[src/rtl/rf_pkg.sv]
// Shared constants and types for the register file with write-back scoreboard.
package rf_pkg;

  // Default architectural configuration (RV32I-style integer register file).
  localparam int RF_XLEN  = 32;
  localparam int RF_NREGS = 32;
  localparam int RF_AW    = $clog2(RF_NREGS);

  // Register index type for the default configuration.
  typedef logic [RF_AW-1:0] reg_idx_t;

  // Hard-wired zero register: reads as 0, never written, never busy.
  localparam reg_idx_t ZERO_REG = '0;

endpackage : rf_pkg

[src/rtl/rf_scoreboard.sv]
// Pending-write scoreboard: one busy bit per register, set on issue, cleared on
// write-back or flush, with same-cycle write-back resolving hazards early.
module rf_scoreboard
  import rf_pkg::*;
#(
  parameter  int NREGS = RF_NREGS,
  localparam int AW    = $clog2(NREGS)
) (
  input  logic          clk,
  input  logic          rst,
  input  logic [AW-1:0] rs1,
  input  logic [AW-1:0] rs2,
  input  logic          rs1_used,
  input  logic          rs2_used,
  input  logic          we,
  input  logic [AW-1:0] rd,
  input  logic          issue_valid,
  input  logic [AW-1:0] issue_rd,
  input  logic          flush,
  output logic          stall,
  output logic          issued,
  output logic [AW:0]   pending
);

  logic [NREGS-1:0] busy_q;
  logic [NREGS-1:0] busy_d;
  logic [AW:0]      pending_q;
  logic [AW:0]      pending_d;

  // Per-register decode of the write-back and issue destinations.
  logic [NREGS-1:0] wb_hit;
  logic [NREGS-1:0] set_hit;
  logic [NREGS-1:0] eb;

  genvar gi;
  generate
    for (gi = 0; gi < NREGS; gi++) begin : g_hit
      if (gi == 0) begin : g_zero
        // Register 0 can never be outstanding.
        assign wb_hit[gi]  = 1'b0;
        assign set_hit[gi] = 1'b0;
      end else begin : g_nz
        assign wb_hit[gi]  = we && (rd == AW'(gi));
        assign set_hit[gi] = issued && (issue_rd == AW'(gi));
      end
    end
  endgenerate

  // A write-back landing this cycle already satisfies any consumer of it.
  assign eb = busy_q & ~wb_hit;

  // Hazard detection: RAW on used sources, WAW on a real destination.
  always_comb begin
    stall  = issue_valid & ((rs1_used & eb[rs1]) |
                            (rs2_used & eb[rs2]) |
                            ((issue_rd != '0) & eb[issue_rd]));
    issued = issue_valid & ~stall & ~flush;
  end

  // Next busy state: flush clears everything; otherwise clear, then set (newer producer wins).
  always_comb begin
    busy_d = '0;
    if (!flush) begin
      busy_d = (busy_q & ~wb_hit) | set_hit;
    end
    busy_d[0] = 1'b0;
  end

  // Population count of the next busy vector, so pending tracks busy exactly.
  always_comb begin
    pending_d = '0;
    for (int i = 0; i < NREGS; i++) begin
      pending_d = pending_d + (AW+1)'(busy_d[i]);
    end
  end

  // Busy vector and pending count state.
  always_ff @(posedge clk or posedge rst) begin
    if (rst) begin
      busy_q    <= '0;
      pending_q <= '0;
    end else begin
      busy_q    <= busy_d;
      pending_q <= pending_d;
    end
  end

  assign pending = pending_q;

endmodule : rf_scoreboard

[src/rtl/reg_file_sb.sv]
// Two-read/one-write register file with write-back bypass and an integrated
// pending-write scoreboard for decode-stage hazard stalls.
module reg_file_sb
  import rf_pkg::*;
#(
  parameter  int XLEN  = RF_XLEN,
  parameter  int NREGS = RF_NREGS,
  localparam int AW    = $clog2(NREGS)
) (
  input  logic            clk,
  input  logic            rst,
  input  logic [AW-1:0]   rs1,
  input  logic [AW-1:0]   rs2,
  input  logic            rs1_used,
  input  logic            rs2_used,
  output logic [XLEN-1:0] read1,
  output logic [XLEN-1:0] read2,
  input  logic            we,
  input  logic [AW-1:0]   rd,
  input  logic [XLEN-1:0] wd,
  input  logic            issue_valid,
  input  logic [AW-1:0]   issue_rd,
  input  logic            flush,
  output logic            stall,
  output logic            issued,
  output logic [AW:0]     pending
);

  // Flat read view of the storage; entry 0 is the hard-wired zero register.
  logic [XLEN-1:0] rf_view [NREGS];

  assign rf_view[0] = '0;

  genvar gi;
  generate
    for (gi = 1; gi < NREGS; gi++) begin : g_reg
      logic [XLEN-1:0] reg_q;
      logic [XLEN-1:0] reg_d;

      // Load write-back data when this register is the destination.
      always_comb begin
        reg_d = reg_q;
        if (we && (rd == AW'(gi))) begin
          reg_d = wd;
        end
      end

      // Register storage; reset clears contents immediately.
      always_ff @(posedge clk or posedge rst) begin
        if (rst) begin
          reg_q <= '0;
        end else begin
          reg_q <= reg_d;
        end
      end

      assign rf_view[gi] = reg_q;
    end
  endgenerate

  // Read port 1: zero register, then same-cycle bypass, then array.
  always_comb begin
    read1 = '0;
    if (rs1 != '0) begin
      if (we && (rd == rs1)) begin
        read1 = wd;
      end else begin
        read1 = rf_view[rs1];
      end
    end
  end

  // Read port 2: zero register, then same-cycle bypass, then array.
  always_comb begin
    read2 = '0;
    if (rs2 != '0) begin
      if (we && (rd == rs2)) begin
        read2 = wd;
      end else begin
        read2 = rf_view[rs2];
      end
    end
  end

  rf_scoreboard #(
    .NREGS (NREGS)
  ) u_sb (
    .clk         (clk),
    .rst         (rst),
    .rs1         (rs1),
    .rs2         (rs2),
    .rs1_used    (rs1_used),
    .rs2_used    (rs2_used),
    .we          (we),
    .rd          (rd),
    .issue_valid (issue_valid),
    .issue_rd    (issue_rd),
    .flush       (flush),
    .stall       (stall),
    .issued      (issued),
    .pending     (pending)
  );

endmodule : reg_file_sb

[config.mk]
export PLATFORM = sky130hd
export DESIGN_NAME = reg_file_sb
export DESIGN_NICKNAME = d
export VERILOG_FILES = /design/src/rtl/rf_pkg.sv /design/src/rtl/rf_scoreboard.sv /design/src/rtl/reg_file_sb.sv
export SDC_FILE = /design/constraint.sdc
export NUM_CORES = 2
export LEC_CHECK = 0
export BUFFER_PORTS_ARGS = -buffer_cell sky130_fd_sc_hd__buf_2
export CORE_UTILIZATION = 45
export DETAILED_ROUTE_END_ITERATION = 12
export PLACE_DENSITY = 0.69
export REMOVE_ABC_BUFFERS = 1
export SLEW_MARGIN = 20
export SYNTH_ARGS = -nofsm -noshare
export SYNTH_HDL_FRONTEND = slang
export SYNTH_HIERARCHICAL = 1
export SYNTH_SLANG_ARGS = --single-unit
[constraint.sdc]
create_clock -name clk -period 39.1 [get_ports clk]
set_clock_uncertainty 0.2 [all_clocks]
set_input_delay 7.82 -clock clk [delete_from_list [all_inputs] [get_ports clk]]
set_output_delay 7.82 -clock clk [all_outputs]
set_load 0.005 [all_outputs]
Word-level counts from Yosys, hierarchy flattened
Cells that the tools add are included.

Flip-flop bits (word level): 1029. Bits in latches: 0. RAM bits: 0. Bits in read-only memories: 0. Input port bits: 59. Output and inout bits: 72. Word-level logic and storage cells: 231. Memories kept: 0.

$add $sub $neg: 30. Multiply operators: 0. Div/mod/pow operators: 0. $lt $le $gt $ge: 5. Equal/unequal tests: 64. Shifts and indexed selects: 0. Muxes and demuxes: 17. Bitwise operators: 15. Reductions and logical operators: 67.

Operators by type and width (count): 32-bit binary-select mux with 5-bit select (2); 32-bit 2-to-1 mux (9); 6-bit by 1-bit adder with 6-bit output (29); 5-bit equality test, second input constant (32); 5-bit by 4-bit equality test with 1-bit output, second input constant (16); 1-bit logical AND (64); 5-bit by 3-bit equality test with 1-bit output, second input constant (8); 32-bit bitwise AND (1); 32-bit NOT (1); 32-bit OR (1); 5-bit by 2-bit equality test with 1-bit output, second input constant (4); 5-bit by 6-bit < comparator with 1-bit output, second input constant (3); 1-bit binary-select mux with 5-bit select (3); 5-bit nonzero test (3); 6-bit >= comparator, second input constant (2); 5-bit NOT with 6-bit output (2); 5-bit by 1-bit equality test with 1-bit output, second input constant (2); 5-bit equality test (2); 1-bit bitwise AND (6); 1-bit 2-to-1 mux (3); 1-bit by 1-bit adder with 2-bit output (1); 1-bit NOT (2); 1-bit OR (2).

Logic depth before layout (Yosys ltp)
Depth in word-level cells: 46. Depth in mapped cells: 28. Gate-level depth less buffers: 25.

Hierarchy
Netlist, hierarchy kept.

Modules (own cells, without submodules): reg_file_sb (times used 1, cells each 3765, area an instance 53892.9 um2, sequential area each 24823.8 um2); rf_scoreboard (times used 1, cells each 438, area an instance 3737.3 um2, sequential area each 925.9 um2).

Least setup slack after synthesis
Ideal clock, no wire load.

Kind: input to output. From: input port rd[1]. To: output port issued. Arrival: 10.062 ns. Required time: 31.080 ns. Slack: 21.018 ns. Stages: 9. Buffers on the path: 1. Path through: clkbuf_1 or4b_4 o211ai_1 o21ai_1 or4_1 nand4_1 or4b_4 nor2_1 and3_1.

Longest elaborated chain between the ends: 13.

Ends and longest elaborated chain: start: declaration (RTL line reg_file_sb.sv:19) `input logic [AW-1:0] rd,`; 5-bit by 1-bit equality test with 1-bit output, or another cell as far along (RTL line rf_scoreboard.sv:43) `assign wb_hit[gi] = we && (rd == AW'(gi));`; 1-bit logical AND (RTL line rf_scoreboard.sv:43); 32-bit NOT * (RTL line rf_scoreboard.sv:50) `assign eb = busy_q & ~wb_hit;`; 32-bit bitwise AND * (RTL line rf_scoreboard.sv:50); 1-bit binary-select mux with 5-bit select (on tied branches) (RTL line rf_scoreboard.sv:54, rf_scoreboard.sv:55); 1-bit 2-to-1 mux (on tied branches) (RTL line rf_scoreboard.sv:54, rf_scoreboard.sv:55); 1-bit bitwise AND (on tied branches) (RTL line rf_scoreboard.sv:54, rf_scoreboard.sv:55); 1-bit OR (RTL line rf_scoreboard.sv:54) `stall = issue_valid & ((rs1_used & eb[rs1]) |`; 1-bit OR * (RTL line rf_scoreboard.sv:55) `(rs2_used & eb[rs2]) |`; 1-bit bitwise AND * (RTL line rf_scoreboard.sv:54); 1-bit NOT * (RTL line rf_scoreboard.sv:57) `issued = issue_valid & ~stall & ~flush;`; 1-bit bitwise AND * (2 in series) (RTL line rf_scoreboard.sv:57); end: declaration (RTL line reg_file_sb.sv:25) `output logic issued,`.

Mark *: on every way between the ends. The rest lies on a longest branch, timed or not. The select of a mux whose other input is x is not followed.

Worst setup path in the final report
From: input port rs1[0]. To: output port read1[30].

Longest elaborated chain between the ends: 6.

Ends and longest elaborated chain: start: declaration (RTL line reg_file_sb.sv:12) `input logic [AW-1:0] rs1,`; 5-bit NOT with 6-bit output (not written as such) (RTL line reg_file_sb.sv:68) `read1 = rf_view[rs1];`; 32-bit binary-select mux with 5-bit select (RTL line reg_file_sb.sv:68); 32-bit 2-to-1 mux (not written as such) (2 in series) (RTL line reg_file_sb.sv:68); 32-bit 2-to-1 mux (RTL line reg_file_sb.sv:65) `if (we && (rd == rs1)) begin`; 32-bit 2-to-1 mux * (RTL line reg_file_sb.sv:64) `if (rs1 != '0) begin`; end: declaration (RTL line reg_file_sb.sv:16) `output logic [XLEN-1:0] read1,`.

Marks and branches as above.

==> out/metrics.yaml <==
tns_ns: 0
area_delta_synth_final_pct: 9.748
synthFlopType: "dfrtp_1"
critPathBufInv: 5
cts_tree: "built"
fin_crit_sh: 0.5156
end_kind: "output pin"
grt_pass1_wl_um: 275100
start_util: 0.4560
critPathRequiredTime_ns: 31.08
cp_max_fo: 49
die_x_um: 359.9
row_count: 130
regArea_um2: 25750
worst_skew_pair.late_latency_ns: 0.71
clock-sinks: 1029
path_class: "primary input to output pin"
startpoint_type: "primary input"
p_total_uw: 3186
path_delay_family: "buffers and inverters"
nets: 4181
grt_remaining_overflow: 0
rsz0062_at_grt: "no"
synth-edff-count: 0
max-vdd-ir-drop_mv: 0.03871
die_area_um2: 129500
dp_hpwl_um: 106300
grt_pass1_vias: 40275
synth_area_per_cell_um2: 13.71
die_y_um: 359.9
drive_gt1_frac: 0.4731
final_antenna_net_count: 0
syn_area_um2: 57630
crit_chain: "buf_8, buf_4, buf_4, buf_4, mux4_2, o32ai_1, a211oi_1, a32o_1, buf_2"
yosys.area.top_type: "dfrtp_1"
hp-class: "register to register"
cpMostUsedCell: "buf_4"
finalHoldWorstSlack_ns: 0.3144
post_cts_buffers: 0
htree_num_levels: 3
hold_viol_final: 0
p_per_area_nw_per_um2: 50.37
drcViolationCount: 0
core_um2: 126400
numPortBuffers: 130
fin_crit_ns: 20.16
num-fill-cells: 10658
post_cts_resized: 0
finalMaxSlewViolations: 0
grt_use_total: 0.2847
numCtsBuffers: 111
synthTopCellsByArea: "dfrtp_1 (45%), mux2_2 (22%), mux4_2 (14%), mux2i_1 (1.7%), clkbuf_1 (1.4%)"
ys_warn_count: 6
drt_iter0_markers: 4157
viasPerCell: 6.831
max_freq_mhz: 49.60
slowest_stage: "buf_4"
root_buffer: "clkbuf_16"
total_leakage_power_uw: 0.02706
totalWireLength_um: 184900
ys_types: 84
synth_top_area_share: 0.4468
cts_hold_buf: 0
gp_congestion: 0.9564
yosysSeqAreaShare: 0.4468
ys_ff_latch: 1029
wl_per_cell_um: 31.68
max-slew-margin-rel: 0.2541
cp_slowest_stage_delay_ns: 0.82
final_util: 0.5004
grt_max_degree: 193
clk_pin_slew_ns: 0.06
syn_inst: 4203
status: "finished clean"
critPathArrivalTime_ns: 12.14
async_flop_share: 1.000
r2r_setup_slack_ns: 31.74
cap_violations: 0
multi_input_area_um2: 29750
clk_path_buf_depth: 3
antenna_found_initial: 4
setup_viol: 0
dr.pass1.iters: 6
worst_slew_pin_slew_ns: 1.116
vias: 39859
pin_count: 131
-- kinds of logic after synthesis --
| group | share of synthesized area |
|---|---|
| AND/OR/NAND/NOR | 0.04271 |
| adder cells (fa/ha/maj) | 0.009944 |
| buffers and inverters | 0.04077 |
| multiplexers | 0.3853 |
| XOR/XNOR | 0.001976 |
| AO/OA/AOI/OAI | 0.07249 |
| flip-flops | 0.4468 |
-- per-stage QoR --
| stage | worst slack [ns] | cells | area, µm² |
|---|---|---|---|
| after floorplan | 3.171 | 3746 | 55430 |
| after global placement | 18.95 | 5625 | 59220 |
| after detailed placement | 18.95 | 5625 | 59220 |
| after CTS | 18.95 | 5831 | 63180 |
| after global routing | 18.68 | 5833 | 63240 |
| final | 18.94 | 5835 | 63250 |
-- state kept, by name, summed over array words and instances (netlist names) --
signal / flops
g.reg_q: 992
u_sb/busy_q: 31
u_sb/pending: 6
-- power by group --
part           internal, µW  switching, µW
logic                   372            267
clock network           670            464
registers              1270            144
total                  2310            876
-- final cells by class --
type / instances / share of cell area
multi-input combinational: 2677 / 0.4704
clock buffer: 158 / 0.05118
inverter: 40 / 0.002512
timing repair buffer: 231 / 0.02463
clock inverter: 48 / 0.01147
tap: 1650 / 0.03264
antenna: 2 / 0.00007913
sequential: 1029 / 0.4071
-- final timing paths --
path | startpoint | to | depth (start not counted)
worst max-delay path | rs1[0] | read1[30] | 9
worst min-delay path | g_reg[12].reg_q[11] | g_reg[12].reg_q[11] | 1
worst max register to register | u_sb/busy_q[5] | u_sb/pending[4] | 22
worst min register to register | g_reg[12].reg_q[11] | g_reg[12].reg_q[11] | 1
max in group asynchronous | rst | g_reg[16].reg_q[11] | 9
min in group asynchronous | rst | g_reg[1].reg_q[12] | 2
-- layer usage --
metal	part of all wire	GRT usage	vias to the layer above
li1	-	-	16045
met1	0.39	0.3819	21152
met2	0.46	0.4397	2134
met3	0.10	0.06727	522
met4	0.049	0.1265	6
met5	0.00037	0.002590	-
-- synthesized netlist by cell type (all sizes together) (7+ instances only) --
cell and instances:
clkbuf 215, mux4 372, o31ai 37, nor3b 7, a31oi 8, buf 242
o21ai 42, nor2b 69, xor2 9, nand2 73, ha 9, nand4b 8
a211oi 51, dfrtp 1029, o211ai 37, nand4 18, o2111ai 9, nor2 116
o22ai 94, a21oi 18, a21o 12, nor3 54, nand2b 15, a221oi 65
mux2i 100, a22oi 88, mux2 1136, nand3 24, fa 23, nor4 38
inv 39, o2bb2ai 12, or2 8, a32o 35, and2 11
-- layout by cell type (no fill, tap or decap), drive strengths merged, types with 38 or more instances in the layout --
cell    count
inv        40
nor4       38
o21ai      42
nor3       54
nor2b      69
clkbuf    158
a211oi     51
mux4      372
mux2     1136
a22oi      88
o22ai      94
a221oi     65
dfrtp    1029
nor2      116
nand2      73
mux2i     100
buf       231
Note: power is estimated with default switching activity, not from simulation.
